**src/rtl/seq_divider_if.sv**
```systemverilog
// Start/busy/done handshake and operand/result bundle for seq_divider.
// master = sequencing logic, slave = divider.
interface seq_divider_if #(
  parameter int WIDTH = 4
);
  logic             start;
  logic [WIDTH-1:0] A;
  logic [WIDTH-1:0] B;
  logic [WIDTH-1:0] Q;
  logic [WIDTH-1:0] R;
  logic             busy;
  logic             done;
  logic             DZ;

  modport master (
    output start, A, B,
    input  Q, R, busy, done, DZ
  );

  modport slave (
    input  start, A, B,
    output Q, R, busy, done, DZ
  );
endinterface

```
**src/rtl/seq_divider.sv**
```systemverilog
// Unsigned restoring divider, one quotient bit per clock.
// The trial subtraction uses A + ~B + 1, where carry-out = 1 means no borrow.
module seq_divider #(
  parameter int WIDTH = 4
) (
  input  logic         clk,
  input  logic         rst_n,
  seq_divider_if.slave bus
);

  localparam int CW = $clog2(WIDTH);

  typedef enum logic [1:0] {
    IDLE = 2'd0,
    CALC = 2'd1,
    DONE = 2'd2
  } state_t;

  state_t           state;
  logic [WIDTH-1:0] d;
  logic [WIDTH-1:0] dvs;
  logic [WIDTH:0]   p;
  logic [CW-1:0]    cnt;
  logic [WIDTH-1:0] q;
  logic [WIDTH-1:0] r;
  logic             dz;
  logic             busy;
  logic             done;

  logic [WIDTH:0]   p_shift;
  logic [WIDTH+1:0] trial;
  logic             no_borrow;
  logic [WIDTH:0]   p_next;
  logic [WIDTH-1:0] d_next;

  always_comb begin
    p_shift   = {p[WIDTH-1:0], d[WIDTH-1]};
    trial     = {1'b0, p_shift} + {1'b0, ~{1'b0, dvs}} + (WIDTH+2)'(1);
    no_borrow = trial[WIDTH+1];
    p_next    = no_borrow ? trial[WIDTH:0] : p_shift;
    d_next    = {d[WIDTH-2:0], no_borrow};
  end

  always_ff @(posedge clk or negedge rst_n) begin
    if (!rst_n) begin
      state <= IDLE;
      d     <= '0;
      dvs   <= '0;
      p     <= '0;
      cnt   <= '0;
      q     <= '0;
      r     <= '0;
      dz    <= 1'b0;
      busy  <= 1'b0;
      done  <= 1'b0;
    end else begin
      done <= 1'b0;
      case (state)
        // The edge leaving DONE is also the first sampling edge of IDLE,
        // which gives back-to-back throughput of one op per WIDTH+1 cycles.
        IDLE, DONE: begin
          state <= IDLE;
          if (bus.start) begin
            if (bus.B != '0) begin
              d     <= bus.A;
              dvs   <= bus.B;
              p     <= '0;
              cnt   <= '0;
              busy  <= 1'b1;
              state <= CALC;
            end else begin
              q     <= '1;
              r     <= bus.A;
              dz    <= 1'b1;
              done  <= 1'b1;
              state <= DONE;
            end
          end
        end
        CALC: begin
          p   <= p_next;
          d   <= d_next;
          cnt <= cnt + CW'(1);
          if (cnt == CW'(WIDTH - 1)) begin
            q     <= d_next;
            r     <= p_next[WIDTH-1:0];
            dz    <= 1'b0;
            busy  <= 1'b0;
            done  <= 1'b1;
            state <= DONE;
          end
        end
        default: begin
          state <= IDLE;
          busy  <= 1'b0;
        end
      endcase
    end
  end

  assign bus.Q    = q;
  assign bus.R    = r;
  assign bus.DZ   = dz;
  assign bus.busy = busy;
  assign bus.done = done;

endmodule

```
**src/flat_wrapper.sv**
```systemverilog
// flat-port wrapper written by rule: the top's interface ports become plain ports
module seq_divider_flat 
#(
  parameter int WIDTH = 4
)
  (clk, rst_n, bus_start, bus_A, bus_B, bus_Q, bus_R, bus_busy, bus_done, bus_DZ);
  seq_divider_if #(.WIDTH(WIDTH)) bus_i ();
  input  logic clk;
  input  logic rst_n;
  input wire logic [$bits(bus_i.start)-1:0] bus_start;
  input wire logic [$bits(bus_i.A)-1:0] bus_A;
  input wire logic [$bits(bus_i.B)-1:0] bus_B;
  output wire logic [$bits(bus_i.Q)-1:0] bus_Q;
  output wire logic [$bits(bus_i.R)-1:0] bus_R;
  output wire logic [$bits(bus_i.busy)-1:0] bus_busy;
  output wire logic [$bits(bus_i.done)-1:0] bus_done;
  output wire logic [$bits(bus_i.DZ)-1:0] bus_DZ;
  assign bus_i.start = bus_start;
  assign bus_i.A = bus_A;
  assign bus_i.B = bus_B;
  assign bus_Q = bus_i.Q;
  assign bus_R = bus_i.R;
  assign bus_busy = bus_i.busy;
  assign bus_done = bus_i.done;
  assign bus_DZ = bus_i.DZ;
  seq_divider #(.WIDTH(WIDTH)) u_core (.clk(clk), .rst_n(rst_n), .bus(bus_i));
endmodule
```
**config.mk**
```make
export PLATFORM = sky130hd
export DESIGN_NAME = seq_divider_flat
export DESIGN_NICKNAME = d
export VERILOG_FILES = /design/src/rtl/seq_divider_if.sv /design/src/rtl/seq_divider.sv /design/src/flat_wrapper.sv
export SDC_FILE = /design/constraint.sdc
export NUM_CORES = 1
export LEC_CHECK = 0
export BUFFER_PORTS_ARGS = -buffer_cell sky130_fd_sc_hd__buf_2
export CORE_MARGIN = 1.5
export CORE_UTILIZATION = 33
export CTS_CLUSTER_DIAMETER = 120
export DETAILED_ROUTE_END_ITERATION = 10
export PLACE_DENSITY = 0.58
export SLEW_MARGIN = 20
export SYNTH_ARGS = -nofsm -noshare
export SYNTH_HDL_FRONTEND = slang
export SYNTH_SLANG_ARGS = --single-unit
```
**constraint.sdc**
```tcl
create_clock -name clk -period 1.8 [get_ports clk]
set_input_delay 0.18 -clock clk [delete_from_list [all_inputs] [get_ports clk]]
set_output_delay 0.18 -clock clk [all_outputs]
set_load 0.01 [all_outputs]
```
==> results of run 1 <==
what timing repair did:
action / 4_1_cts / 5_1_grt
hold buffers: 1 / 0
gates resized for setup: 8 / 11
pin swaps: 3 / 5
buffers inserted: 1 / 3
setup endpoints to repair: 3 / 8
endpoints found under the hold margin: 27 / 0
report_power, final:
group | leakage (nW) | internal, mW | total (mW) | switching [mW]
Clock | 0.0261 | 0.163 | 0.369 | 0.207
Combinational | 0.440 | 1.04 | 2.13 | 1.09
Sequential | 0.321 | 0.906 | 1.13 | 0.219
Total | 0.787 | 2.11 | 3.62 | 1.51
through the flow:
stage	TNS, ns	cells	setup slack (ns)	hold slack (ns)	instance area, um2
2_1_floorplan	0	119	0.0917	-0.116	1340
3_3_place_gp	-0.0196	193	-0.0196	0.219	1520
3_5_place_dp	-0.0890	193	-0.0588	0.233	1520
4_1_cts	0	199	0.00963	0.142	1630
5_1_grt	-0.0171	202	-0.0165	0.158	1720
6_report	0	202	0.0362	0.146	1720
cell usage after synthesis, types with 2 or more instances:
cell type   n
nor4_1      2
o22a_2      7
nand2_1    20
ha_1        5
inv_1       6
dfrtp_1    27
buf_6       3
o21ai_0     9
o21a_1      2
nor2b_1     3
a211oi_1    2
a21oi_1     3
nor2_1      2
mux2i_1     4
a22o_1      3
a21o_1      3
logic make-up (layout without fill, tap and decap cells):
kind of cell / after synthesis / after routing / synth area share
AOI/OAI and AO/OA: 36 / 36 / 0.221
xor gates and xnor gates: 1 / 1 / 0.00652
muxes: 4 / 4 / 0.0298
adders and majority gates: 6 / 6 / 0.0615
and+or+nand+nor: 34 / 34 / 0.125
DFF: 27 / 27 / 0.503
buffers and inverters: 11 / 44 / 0.0540
layout make-up:
cell class              count  area share
clock buffers               3      0.0240
clock inverters             1     0.00509
multi-input cells          81       0.409
flip-flops and latches     27       0.393
inverters                   6      0.0131
repair buffers             34       0.119
well taps                  50      0.0364
state kept, by name, indices dropped and copies added, names as in the netlist:
register,count
u_core.cnt,2
u_core.p,4
u_core.bus.done,1
u_core.state,2
u_core.bus.DZ,1
u_core.bus.Q,4
u_core.bus.R,4
u_core.dvs,4
u_core.d,4
u_core.bus.busy,1
layout by cell type (no fill, tap or decap), drive strengths merged, types with 2 or more instances in the layout:
cell / instances
buf: 33
clkbuf: 3
a22o: 4
mux2i: 4
a21o: 3
a211oi: 2
nand2: 21
nor2: 3
o22a: 7
dfrtp: 27
inv: 7
a21oi: 3
nor2b: 3
nor4: 2
ha: 5
o21ai: 10
o21a: 2
worst max-delay path: cells and delay by family, from the launching register on:
family / cells / cell delay [ns]
simple gates: 1 / 0.13
buf+inv: 1 / 0.09
flops: 1 / 0.40
compound gates: 4 / 0.86
fa+ha+maj: 1 / 0.20
routing by layer:
metal  wire [um]  global-route usage  vias up
met2        1450               0.245       26
met4          14              0.0230        0
met1        1410               0.195      500
li1            -                   -      491
met3         155              0.0439        5
met5           0                   0        -
worst paths after layout:
| path | start | to | slack [ns] |
|---|---|---|---|
| worst max-delay path | u_core.dvs[1]$_DFFE_PN0P_ | u_core.bus.R[0]$_DFFE_PN0P_ | 0.04 |
| min in group asynchronous | rst_n | u_core.cnt[1]$_DFFE_PN0P_ | 0.44 |
| worst min register to register | u_core.bus.Q[1]$_DFFE_PN0P_ | u_core.bus.Q[1]$_DFFE_PN0P_ | 0.50 |
| max in group asynchronous | rst_n | u_core.p[1]$_DFFE_PN0P_ | 0.92 |
| worst min-delay path | bus_B[3] | u_core.dvs[3]$_DFFE_PN0P_ | 0.15 |
| worst max register to register | u_core.dvs[1]$_DFFE_PN0P_ | u_core.bus.R[0]$_DFFE_PN0P_ | 0.04 |
==> flow_summary_export.csv, run 1 <==
group,metric,value,unit
final_layout,n_antenna_cell,0,
final_layout,synthToLayoutAreaGrowth,28.0,%
placed_design,portBuffers,21,
synth,synth.yosys.warnings,0,
timing,finalCritPeriodShare,0.980,
cts,cts-root-buf,"clkbuf_8",
drt,drt_wl_total,3020,um
global_routing,grt_pass1_vias,1049,
job,cap_viol_max_count,0,
setup_path,crit_type,"flop to flop",
setup_path,r2r_cells,7,
setup_path,endpoint_kind,"flop",
synth,synth_top_cell_by_area,"dfrtp_1",
synth,synth-seq-area-share,0.503,
cts,clock_path_buffers,2,
global_routing,grt_max_degree,28,
drt,via_per_inst,5.06,
timing,period_minus_slack,1.76,ns
drt,drt_iter0_drc,41,
cts,clock_latency,0.28,ns
floorplan,die-height,66.8,um
setup_path,critPathMaxStageDelay,0.40,ns
timing,maxSlewViolCount,0,
cts,cts_sinks,27,
drt,wl_per_cell,15.0,um
placed_design,dp_hpwl,2150,um
global_routing,overflow,0,
floorplan,chipWidth,66.8,um
power,power_leakage,0.787,nW
global_routing,antenna_found_initial,0,
power,powerDensity,2100,nW/um2
drt,ant_nets,0,
floorplan,core,3940,um2
synth,synth-edff-count,0,
power,peakVddDrop,0.000840,V
floorplan,rows,23,
floorplan,fp.dieArea,4460,um2
cts,cts-buffers-inserted,3,
cts,cts_tree,"built",
floorplan,ioPinCount,22,
cts,cts-htree-levels,1,
final_layout,fill_cells,361,
placed_design,gp_congestion,0.797,
final_layout,layout.nets,170,
timing,tightest_slew,0.616,ns
final_layout,seqCellArea,677,um2
setup_path,worstPathCellList,"inv_2, ha_4, nor2b_4, o31ai_4, a211oi_2, a41o_1, o22a_2",
floorplan,initial_core_util,0.341,
synth,synth_cell_type_count,34,
run_status,status,"complete, no violations",
hold_path,hold_depth,2,
setup_path,crit_slowest_cell,"dfrtp_1",
setup_path,start_kind,"flop",
synth,ys_seq_elements,27,
power,p_total,3.62,mW
timing,fmax,567,MHz
final_layout,final_util,0.436,
drt,drt_first_pass_iters,4,
synth,synth_top_cell_area_share,0.503,
synth,synth_fp_nets,136,
global_routing,grt_usage,0.148,
drt,post-route-drc-count,0,
cts,clk_pin_slew,0.10,ns
setup_path,crit_required,1.98,ns
global_routing,grt_pass1_wl,4980,um
synth,netlist_instances,119,
synth,synth.avg_cell_area,11.3,um2
final_layout,drive_gt1_frac,0.434,
timing,slew_headroom,0.589,
timing,skew,0.00783,ns
synth,synth.top_cells.by_area,"dfrtp_1 (50%), nand2_1 (5.6%), o22a_2 (5.2%)",
final_layout,multi_input_area,703,um2
drt,num_vias,1022,
setup_path,crit_arrival,1.95,ns
synth,syn-cell-area,1340,um2
setup_path,crit_path_max_fanout,5,
synth,async_flop_share,1.00,
timing,hold_viol_final,0,
timing,finalSetupViolCount,0,
hold_path,hold_class,"input pin to flop",
synth,synth_flop_cell,"dfrtp_1",
(Power assumes the default switching activity.)
==> run 2, diff against run 1 <==
- CORE_ASPECT_RATIO: not set -> 1.75
- CORE_MARGIN: 1.5 -> not set
- CTS_BUF_LIST: not set -> sky130_fd_sc_hd__clkbuf_16
==> run 2 against run 1 <==
Clock power rose by 40%. Maximum frequency increased by 2.9%. Clock skew is 0.0031 ns lower. Clock-buffer cell count unchanged. Sequential power about the same. Register-to-register slack better by 0.05 ns. Final cell count stayed put. Utilization is 1.4 points higher. Die area fell by 2.7%. Critical path type unchanged.
==> flow_summary_export.csv, run 2 (synthesis gave the netlist of run 1 again) <==
group,metric,value,unit
drt,drt_first_pass_iters,4,
timing,slew_headroom,0.597,
setup_path,crit_path_max_fanout,4,
final_layout,layout.nets,172,
setup_path,endpoint_kind,"flop",
drt,drt_iter0_drc,17,
placed_design,post_dp_cell_area,1530,um2
setup_path,cp_top_family,"compound AO/OA/AOI/OAI gates",
setup_path,critPathBufInv,1,
drt,post-route-drc-count,0,
setup_path,critPathMaxStageDelay,0.41,ns
timing,hold_viol_final,0,
drt,drt_wl_total,3000,um
global_routing,grt_max_degree,28,
hold_path,hold_depth,2,
setup_path,r2r_setup_slack,0.09,ns
global_routing,overflow,0,
timing,fmax,583,MHz
setup_path,crit_slowest_cell,"dfrtp_1",
cts,clock_path_buffers,2,
cts,clock_latency,0.27,ns
global_routing,antenna_found_initial,0,
final_layout,layout_commonest_cell,"dfrtp_1",
job,cap_viol_max_count,0,
setup_path,crit_type,"flop to flop",
cts,cts-root-buf,"clkbuf_16",
floorplan,core,3900,um2
global_routing,grt_usage,0.156,
timing,tightest_slew,0.605,ns
timing,maxSlewViolCount,0,
final_layout,final_cell_mix,"dfrtp_1 (27), buf_2 (21), nand2_1 (19), buf_4 (14), o21ai_0 (9)",
cts,clk_pin_slew,0.07,ns
power,powerDensity,2160,nW/um2
drt,via_per_inst,5.06,
floorplan,fp.dieArea,4340,um2
final_layout,stdcell_area,1760,um2
placed_design,dp_hpwl,2130,um
power,pwr-share-comb,0.569,
cts,cts-htree-levels,1,
run_status,status,"complete, no violations",
floorplan,chipWidth,50.2,um
power,switching_power,1.49,mW
drt,wl_per_cell,14.9,um
hold_path,hold_class,"input pin to flop",
setup_path,reg2reg_from,"u_core.p[0]$_DFFE_PN0P_",
power,peakVddDrop,0.00101,V
timing,rsz0062_at_grt,"true",
power,p_total,3.79,mW
setup_path,worstReg2RegEnd,"u_core.bus.R[1]$_DFFE_PN0P_",
timing,finalSetupViolCount,0,
power,switching_share,0.393,
timing,skew,0.00476,ns
floorplan,ioPinCount,22,
floorplan,initial_core_util,0.344,
setup_path,start_kind,"flop",
cts,cts-buffers-inserted,3,
final_layout,synthToLayoutAreaGrowth,30.7,%
floorplan,rows,30,
drt,num_vias,1023,
hold_path,hold_end,"u_core.dvs[3]$_DFFE_PN0P_",
power,pwr-share-seq,0.295,
power,p_int,2.30,mW
global_routing,grt_pass1_vias,1071,
drt,ant_nets,0,
power,p_clk_frac,0.136,
setup_path,worstPathCellList,"ha_4, nor2b_4, o31ai_4, buf_4, a21oi_2, a41oi_2, a31oi_2",
placed_design,portBuffers,21,
cts,cts_tree,"built",
hold_path,hp-start,"bus_B[3]",
cts,cts_sinks,27,
setup_path,crit_required,1.95,ns
timing,period_minus_slack,1.71,ns
power,power_leakage,0.808,nW
setup_path,crit_arrival,1.86,ns
final_layout,drive_gt1_frac,0.442,
floorplan,die-height,86.4,um
placed_design,gp_congestion,0.791,
global_routing,grt_pass1_wl,4990,um
setup_path,r2r_cells,7,
final_layout,n_antenna_cell,0,
timing,finalCritPeriodShare,0.953,
[run 2: changes by cell type in the layout (fill, tap and decap cells not counted), sizes merged]
cell | before | now
buf | 33 | 35
clkinv | 0 | 1
inv | 7 | 6
[run 2: worst max-delay path by stage]
stage / from / endpoint / depth (start not counted)
3_3_place_gp: u_core.dvs[1]$_DFFE_PN0P_ / u_core.bus.R[3]$_DFFE_PN0P_ / 7
3_5_place_dp: u_core.dvs[1]$_DFFE_PN0P_ / u_core.bus.R[2]$_DFFE_PN0P_ / 7
2_1_floorplan: u_core.p[0]$_DFFE_PN0P_ / u_core.bus.R[0]$_DFFE_PN0P_ / 6
6_report: u_core.p[0]$_DFFE_PN0P_ / u_core.bus.R[1]$_DFFE_PN0P_ / 7
5_1_grt: u_core.dvs[1]$_DFFE_PN0P_ / u_core.bus.R[1]$_DFFE_PN0P_ / 8
4_1_cts: u_core.d[3]$_DFFE_PN0P_ / u_core.bus.R[1]$_DFFE_PN0P_ / 8
[run 2: metal layers]
| metal | wire length [um] | global-route usage | share of wire |
|---|---|---|---|
| met5 | 0 | 0 | 0 |
| met4 | 56 | 0.0623 | 0.019 |
| met3 | 131 | 0.0386 | 0.044 |
| met1 | 1270 | 0.174 | 0.42 |
| met2 | 1540 | 0.274 | 0.51 |
[run 2: metrics by stage]
| stage | TNS (ns) | util | worst slack (ns) | std cells | hold WS, ns |
|---|---|---|---|---|---|
| after floorplan | 0 | - | 0.0917 | 119 | -0.116 |
| after global placement | -0.0216 | 0.393 | -0.0164 | 193 | 0.218 |
| after detailed placement | -0.102 | 0.393 | -0.0541 | 193 | 0.218 |
| after CTS | 0 | 0.426 | 0.00898 | 200 | 0.158 |
| after global routing | -0.00777 | 0.450 | -0.00777 | 202 | 0.173 |
| final | 0 | 0.450 | 0.0853 | 202 | 0.161 |
[run 2: power by group through the flow]
stage	combinational [mW]	sequential (mW)	clock [mW]
after detailed placement	1.74	1.10	0
after floorplan	1.19	1.13	0
after CTS	1.91	1.09	0.526
after global placement	1.72	1.09	0
after global routing	2.39	1.16	0.540
final	2.15	1.12	0.516
[run 2: cell type report]
cell class              instances  area (um2)
clock buffers                   3        75.1
multi-input cells              81         698
fillers                       380        2150
clock inverters                 1        5.00
repair buffers                 36         220
inverters                       6        22.5
well taps                      48        60.1
flip-flops and latches         27         676
[run 2: repair_timing]
item,in CTS,in global routing
setup buffers,2,2
hold buffers,1,0
setup endpoints to repair,3,10
pin swaps,3,7
endpoints found under the hold margin,27,0
gates resized for setup,6,12
